$ cat src/rtl/if_id_hazard_ctrl.sv
// if_id_hazard_ctrl
// Sequences the PC register and the IF/ID pipeline register around load-use
// hazards, taken branches (with ",n" delay-slot nullification) and
// instruction-fetch wait states. It also drives the ID/EX bubble select and
// raises a sticky watchdog flag when the PC has been frozen for too long.
// Optional build macro: HAZ_PERF_CNT_EN adds three 32-bit performance counters.
module if_id_hazard_ctrl #(
    parameter int REG_W       = 5,
    parameter int LOAD_LAT    = 1,
    parameter int WDOG_CYCLES = 255
) (
    input  logic             clk,
    input  logic             Reset,
    input  logic [REG_W-1:0] id_rs1,
    input  logic [REG_W-1:0] id_rs2,
    input  logic             id_rs1_used,
    input  logic             id_rs2_used,
    input  logic             ex_load,
    input  logic [REG_W-1:0] ex_rd,
    input  logic             ex_br_taken,
    input  logic             ex_nullify,
    input  logic             imem_ready,
    output logic             pc_le,
    output logic             if_id_le,
    output logic             if_id_flush,
    output logic             id_ex_bubble,
    output logic [1:0]       state,
    output logic             wdog_err
`ifdef HAZ_PERF_CNT_EN
    ,
    output logic [31:0]      stall_cnt,
    output logic [31:0]      fetch_wait_cnt,
    output logic [31:0]      nullify_cnt
`endif
);

    typedef enum logic [1:0] {
        RUN   = 2'b00,
        STALL = 2'b01,
        WAIT  = 2'b10
    } state_t;

    // LOAD_LAT never exceeds 4, so the remaining-stall count fits in 3 bits;
    // WDOG_CYCLES never exceeds 1023, so the watchdog fits in 10 bits.
    localparam int SCNT_W = 3;
    localparam int WCNT_W = 10;
    localparam logic [SCNT_W-1:0] SCNT_ONE  = SCNT_W'(1);
    localparam logic [SCNT_W-1:0] SCNT_LOAD = SCNT_W'(LOAD_LAT - 1);
    localparam logic [WCNT_W-1:0] WCNT_MAX  = WCNT_W'(WDOG_CYCLES);
    localparam logic [WCNT_W-1:0] WCNT_LAST = WCNT_W'(WDOG_CYCLES - 1);

    state_t            cur_state;
    state_t            next_state;
    logic [SCNT_W-1:0] scnt;
    logic [SCNT_W-1:0] next_scnt;
    logic [WCNT_W-1:0] wcnt;
    logic              rs1_hit;
    logic              rs2_hit;
    logic              ld_use;
    logic              case_stall;
    logic              case_fetch;

    assign state = cur_state;

    // Hazard detection and selection of which priority case owns this cycle.
    always_comb begin
        rs1_hit    = id_rs1_used && (id_rs1 == ex_rd);
        rs2_hit    = id_rs2_used && (id_rs2 == ex_rd);
        ld_use     = ex_load && (ex_rd != '0) && (rs1_hit || rs2_hit);
        case_stall = !ex_br_taken && ((cur_state == STALL) || ld_use);
        case_fetch = !ex_br_taken && !case_stall && !imem_ready;
    end

    // Zero-latency control outputs plus the next FSM state and stall count.
    always_comb begin
        pc_le        = 1'b1;
        if_id_le     = 1'b1;
        if_id_flush  = 1'b0;
        id_ex_bubble = 1'b0;
        next_state   = RUN;
        next_scnt    = '0;
        if (Reset) begin
            pc_le        = 1'b0;
            if_id_le     = 1'b0;
            if_id_flush  = 1'b1;
            id_ex_bubble = 1'b1;
        end else if (ex_br_taken) begin
            if_id_flush = ex_nullify;
        end else if (case_stall) begin
            pc_le        = 1'b0;
            if_id_le     = 1'b0;
            id_ex_bubble = 1'b1;
            if (cur_state == STALL) begin
                if (scnt != SCNT_ONE) begin
                    next_state = STALL;
                    next_scnt  = scnt - SCNT_ONE;
                end
            end else if (LOAD_LAT > 1) begin
                next_state = STALL;
                next_scnt  = SCNT_LOAD;
            end
        end else if (case_fetch) begin
            pc_le       = 1'b0;
            if_id_flush = 1'b1;
            next_state  = WAIT;
        end
    end

    // FSM state and remaining-stall counter.
    always_ff @(posedge clk) begin
        if (Reset) begin
            cur_state <= RUN;
            scnt      <= '0;
        end else begin
            cur_state <= next_state;
            scnt      <= next_scnt;
        end
    end

    // Watchdog: count consecutive frozen-PC cycles and latch the error flag.
    always_ff @(posedge clk) begin
        if (Reset) begin
            wcnt     <= '0;
            wdog_err <= 1'b0;
        end else begin
            if (pc_le) begin
                wcnt <= '0;
            end else if (wcnt != WCNT_MAX) begin
                wcnt <= wcnt + WCNT_W'(1);
            end
            if (!pc_le && (wcnt >= WCNT_LAST)) begin
                wdog_err <= 1'b1;
            end
        end
    end

`ifdef HAZ_PERF_CNT_EN
    // Performance counters; observation only, never fed back into control.
    always_ff @(posedge clk) begin
        if (Reset) begin
            stall_cnt      <= '0;
            fetch_wait_cnt <= '0;
            nullify_cnt    <= '0;
        end else begin
            if (case_stall) begin
                stall_cnt <= stall_cnt + 32'd1;
            end
            if (case_fetch) begin
                fetch_wait_cnt <= fetch_wait_cnt + 32'd1;
            end
            if (ex_br_taken && ex_nullify) begin
                nullify_cnt <= nullify_cnt + 32'd1;
            end
        end
    end
`endif

endmodule

$ cat config.mk
export PLATFORM = sky130hd
export DESIGN_NAME = if_id_hazard_ctrl
export DESIGN_NICKNAME = d
export VERILOG_FILES = /design/src/rtl/if_id_hazard_ctrl.sv
export SDC_FILE = /design/constraint.sdc
export NUM_CORES = 1
export LEC_CHECK = 0
export ABC_AREA = 1
export CORE_UTILIZATION = 41
export DETAILED_ROUTE_END_ITERATION = 8
export PLACE_DENSITY = 0.72
export SLEW_MARGIN = 5
export SYNTH_ARGS = -nofsm -noshare
export SYNTH_HDL_FRONTEND = slang
export SYNTH_SLANG_ARGS = --single-unit
$ cat constraint.sdc
create_clock -name clk -period 4.64 [get_ports clk]
set_clock_uncertainty 0.15 [all_clocks]
set_input_delay 0.696 -clock clk [delete_from_list [all_inputs] [get_ports clk]]
set_output_delay 0.696 -clock clk [all_outputs]
set_load 0.005 [all_outputs]
After elaboration in Yosys (flattened, before gate mapping)
Cells that the tools add are included.
{"block": "word_totals", "ff_bits": 16, "inputBits": 23, "out_inout_bits": 7, "word_cells": 51}
{"block": "op_classes", "add_sub_neg": 2, "n_lt_le_gt_ge": 1, "n_eq_ne": 5, "mux": 18, "bitwise_logic": 3, "n_reduce_logical": 18}
{"operator": "$mux W1", "n": 16}
{"operator": "$add A10 B1 Y10 const B", "n": 1}
{"operator": "$eq A5 B5 Y1", "n": 2}
{"operator": "$ge A10 B8 Y1 const B", "n": 1}
{"operator": "$ne A10 B8 Y1 const B", "n": 1}
{"operator": "$logic_and A1 B1 Y1", "n": 8}
{"operator": "$reduce_bool A5 Y1", "n": 1}
{"operator": "$reduce_or A5 Y1", "n": 1}
{"operator": "$logic_not A1 Y1", "n": 4}
{"operator": "$mux W2", "n": 2}
{"operator": "$reduce_or A2 Y1", "n": 2}
{"operator": "$ne A3 B1 Y1 const B", "n": 1}
{"operator": "$not A1 Y1", "n": 3}
{"operator": "$sub A3 B1 Y3 const B", "n": 1}
{"operator": "$eq A2 B1 Y1 const B", "n": 1}
{"operator": "$logic_or A1 B1 Y1", "n": 2}

Longest topological paths before layout
{"block": "depth", "depth_word": 15, "ltp_mapped": 12, "ltp_nobuf": 12}

Worst setup path before layout
No wires, ideal clock.
{"block": "synth_timing", "kind": "input to output", "start": "input ex_rd[2]", "end": "output pc_le", "t_arrival_ns": 1.393, "required_ns": 3.794, "setup_slack_ns": 2.401, "stages": 9, "n_path_buf": 0, "path_cell_list": "inv_2 > nand4_1 > o21ai_0 > inv_1 > nand2_2 > nand2_4 > nand2_4 > nand2_4 > nor2_1"}
{"block": "synth_via", "elab_chain_cells": 13, "elab_cells_between_ends": 17, "classes_between": "eq/ne: 2; mux: 4; reduce/logical: 11"}
{"item": "start, declared", "line": "19", "text": "input logic [REG_W-1:0] ex_rd,"}
{"item": "$eq A5 B5 Y1, on equally long branches", "line": "67, 68"}
{"item": "$logic_and A1 B1 Y1, on equally long branches", "line": "67, 68"}
{"item": "$logic_or A1 B1 Y1", "line": "69", "text": "ld_use = ex_load && (ex_rd != '0) && (rs1_hit || rs2_hit);"}
{"item": "$logic_and A1 B1 Y1 *", "line": "69"}
{"item": "$logic_or A1 B1 Y1 *", "line": "70", "text": "case_stall = !ex_br_taken && ((cur_state == STALL) || ld_use);"}
{"item": "$logic_and A1 B1 Y1 *", "line": "70"}
{"item": "$logic_not A1 Y1", "line": "71", "text": "case_fetch = !ex_br_taken && !case_stall && !imem_ready;"}
{"item": "$logic_and A1 B1 Y1 (2 in series)", "line": "71"}
{"item": "$mux W1", "line": "102", "text": "end else if (case_fetch) begin"}
{"item": "$mux W1 *", "line": "89", "text": "end else if (case_stall) begin"}
{"item": "$mux W1 *", "line": "87", "text": "end else if (ex_br_taken) begin"}
{"item": "$mux W1 *", "line": "82", "text": "if (Reset) begin"}
{"item": "end, declared", "line": "23", "text": "output logic pc_le,"}
Every way passes the cells marked *; elsewhere a longest branch is shown, timed or not.

Worst setup path in the final report
{"block": "layout_timing", "start": "input ex_rd[3]", "end": "output pc_le"}
Same word-level chain as after synthesis.

==> flow_summary.ini <==
[setup_path]
crit_chain = clkdlybuf4s50_1 -> inv_2 -> nand4_1 -> o21ai_0 -> inv_1 -> nand2_2 -> nand2_4 -> nand2_4 -> nand2_4 -> nor2_1 -> clkdlybuf4s50_1
cpPeakStageDelay_ns = 0.52
critical_path_class = primary input to primary output
crit_fanout = 3
crit_buf_inv = 4
cp_data_required_time_ns = 3.79
crit_top_cell = nand2_4
cp-end-kind = primary output
slowest_stage = clkdlybuf4s50_1
cp.arrival_ns = 2.49
cp_top_family = buffers and inverters
worstSetupStartpointType = primary input

[route]
drt_pass1_iterations = 4
vias = 987
drt-initial-drc-count = 9
ant_nets = 0
drcViolationCount = 0
viasPerCell = 4.59
routedWlPerCell_um = 10.8
wirelength_mm = 2.32

[clock_tree]
htree_levels = 1
post_cts_resized = 0
clock_latency_ns = 0.29
cts_root_buf = clkbuf_4
ctsLongestPathBuffers = 2
cts_sinks = 16
cts_buffers = 3
post_cts_buffers = 0
cts_hold_buf = 0
cts_tree = yes
path_clk_slew_ns = 0.08

[grt]
grt_overflow = 0
first_global_vias = 950
antenna_found_initial = 0
grt_pass1_wl_mm = 3.73
grt_max_degree = 11
track_usage_pct = 18.7

[sta]
finalCriticalPeriod_ns = 3.33
worst_slew_pin_slew_ns = 0.285
hold_viol_final = 0
fin_tns_setup_ns = 0
layout_setup_ws_ns = 1.31
drv_slew = 0
max_slew_margin_pct = 80.9
fin_crit_sh_pct = 71.8
setup_viol = 0
rsz0062_at_grt = no
fmax_ghz = 0.300

[power_and_ir_drop]
p_switching_uw = 66.2
combPwrFrac_pct = 20.6
clockPowerShare_pct = 26.9
p_seq_share_pct = 52.6
intPower_uw = 198
max-vdd-ir-drop_uv = 158
cellLeakagePower_nw = 0.648
totalPowerFinal_uw = 264
power_density_mw_per_mm2 = 187
switching_share_pct = 25.1

[final_layout]
fill_cells = 229
multi_input_area_sq_um = 626
final_cell_mix = 39 x nand2_1, 29 x clkdlybuf4s50_1, 25 x inv_1
stdcell_area_sq_mm = 0.00141
fin_util_pct = 57.4
fin_nets = 214
drive_above_1_share_pct = 16.8
n_antenna_cell = 0
synthToLayoutAreaGrowth_pct = 33.1
regArea_sq_um = 320
final_common_cell = nand2_1

[yosys]
seq_area_frac_synth_pct = 30.3
syn-num-nets = 180
yosysTopAreaCellShare_pct = 30.3
synth_top_area_cell = dfxtp_1
syn_avg_cell_area_sq_um = 6.92
syn_inst = 153
yosysWarnings = 0
netlist_area_sq_mm = 0.00106
synth_cell_type_count = 24
synth_seq_cells = 16
synthTopCellsByArea = dfxtp_1 30%, nand2_1 14%, inv_1 8.9%

[die]
core_area_sq_mm = 0.00245
die_w_um = 52.8
die_area_sq_mm = 0.00279
io_pins = 30
start_util_pct = 43.1
die_height_um = 52.8
placementRows = 18

[run_status]
status = completed

[placed_design]
postPlaceCellArea_sq_mm = 0.00139
gp_congestion = 0.722
place_ws_ns = 1.31
dp_hpwl_mm = 1.88
numPortBuffers = 29

[min_path]
min_path_type = register to register

[flow_run]
cap_viol_max_count = 0
==> routing by layer <==
layer	track usage [%]	routed length (um)
met1	19.7	1000
met2	33.8	1150
met3	4.93	120
met4	8.77	48
met5	0	0
==> state kept, by name, summed over array words and instances, names as in the netlist <==
| name | flops |
|---|---|
| wdog_err | 1 |
| scnt | 3 |
| wcnt | 10 |
| state | 2 |
==> per-stage QoR <==
step | instances | hold slack (ns)
2_1_floorplan | 153 | 0.267
3_3_place_gp | 212 | 0.281
3_5_place_dp | 212 | 0.297
4_1_cts | 215 | 0.312
5_1_grt | 215 | 0.348
6_report | 215 | 0.307
==> worst min-delay path, cell delays in order, from the launching register on <==
cell     delay (ns)
dfxtp_1        0.32
nand2_1        0.06
nand2_1        0.04
==> path summary, 6_finish.rpt <==
path	from	endpoint	slack (ns)	cells past startpoint
setup / recovery	ex_rd[3]	pc_le	1.31	11
hold / removal	wdog_err$_SDFFE_PP0P_	wdog_err$_SDFFE_PP0P_	0.31	2
setup reg to reg	wcnt[1]$_SDFFE_PP0P_	wcnt[5]$_SDFFE_PP0P_	2.97	6
hold reg to reg	wdog_err$_SDFFE_PP0P_	wdog_err$_SDFFE_PP0P_	0.31	2
==> power by group through the flow <==
stage               registers (mW)  clock network, mW  logic, mW
floorplan                    0.142                  0     0.0237
global placement             0.142                  0     0.0529
detailed placement           0.142                  0     0.0541
CTS                          0.139             0.0741     0.0546
global route                 0.139             0.0816     0.0599
finish                       0.139             0.0709     0.0543
==> Yosys cell counts (all sizes together) <==
cell type / n
nor2: 27
a21boi: 1
o2111ai: 1
a211oi: 1
o21ai: 1
a21oi: 2
nand4: 4
and3: 1
ha: 4
xor2: 5
xnor2: 4
inv: 30
nand3: 8
nand2: 46
dfxtp: 16
nor3b: 1
mux2i: 1
==> cells by family after synthesis <==
| family | Yosys count | share of synthesized area (%) |
|---|---|---|
| mux | 1 | 0.946 |
| fa+ha+maj | 4 | 4.73 |
| buf+inv | 30 | 10.6 |
| xor+xnor | 9 | 7.45 |
| flops | 16 | 30.3 |
| compound gates | 6 | 4.02 |
| simple gates | 87 | 42.0 |
==> area by class of cell <==
cell class / count / share of cell area [%]
inverter: 30 / 7.99
timing repair buffer: 29 / 20.6
tap: 30 / 2.66
multi-input combinational: 107 / 44.4
sequential: 16 / 22.7
clock buffer: 3 / 1.60
(Power assumes the default switching activity.)
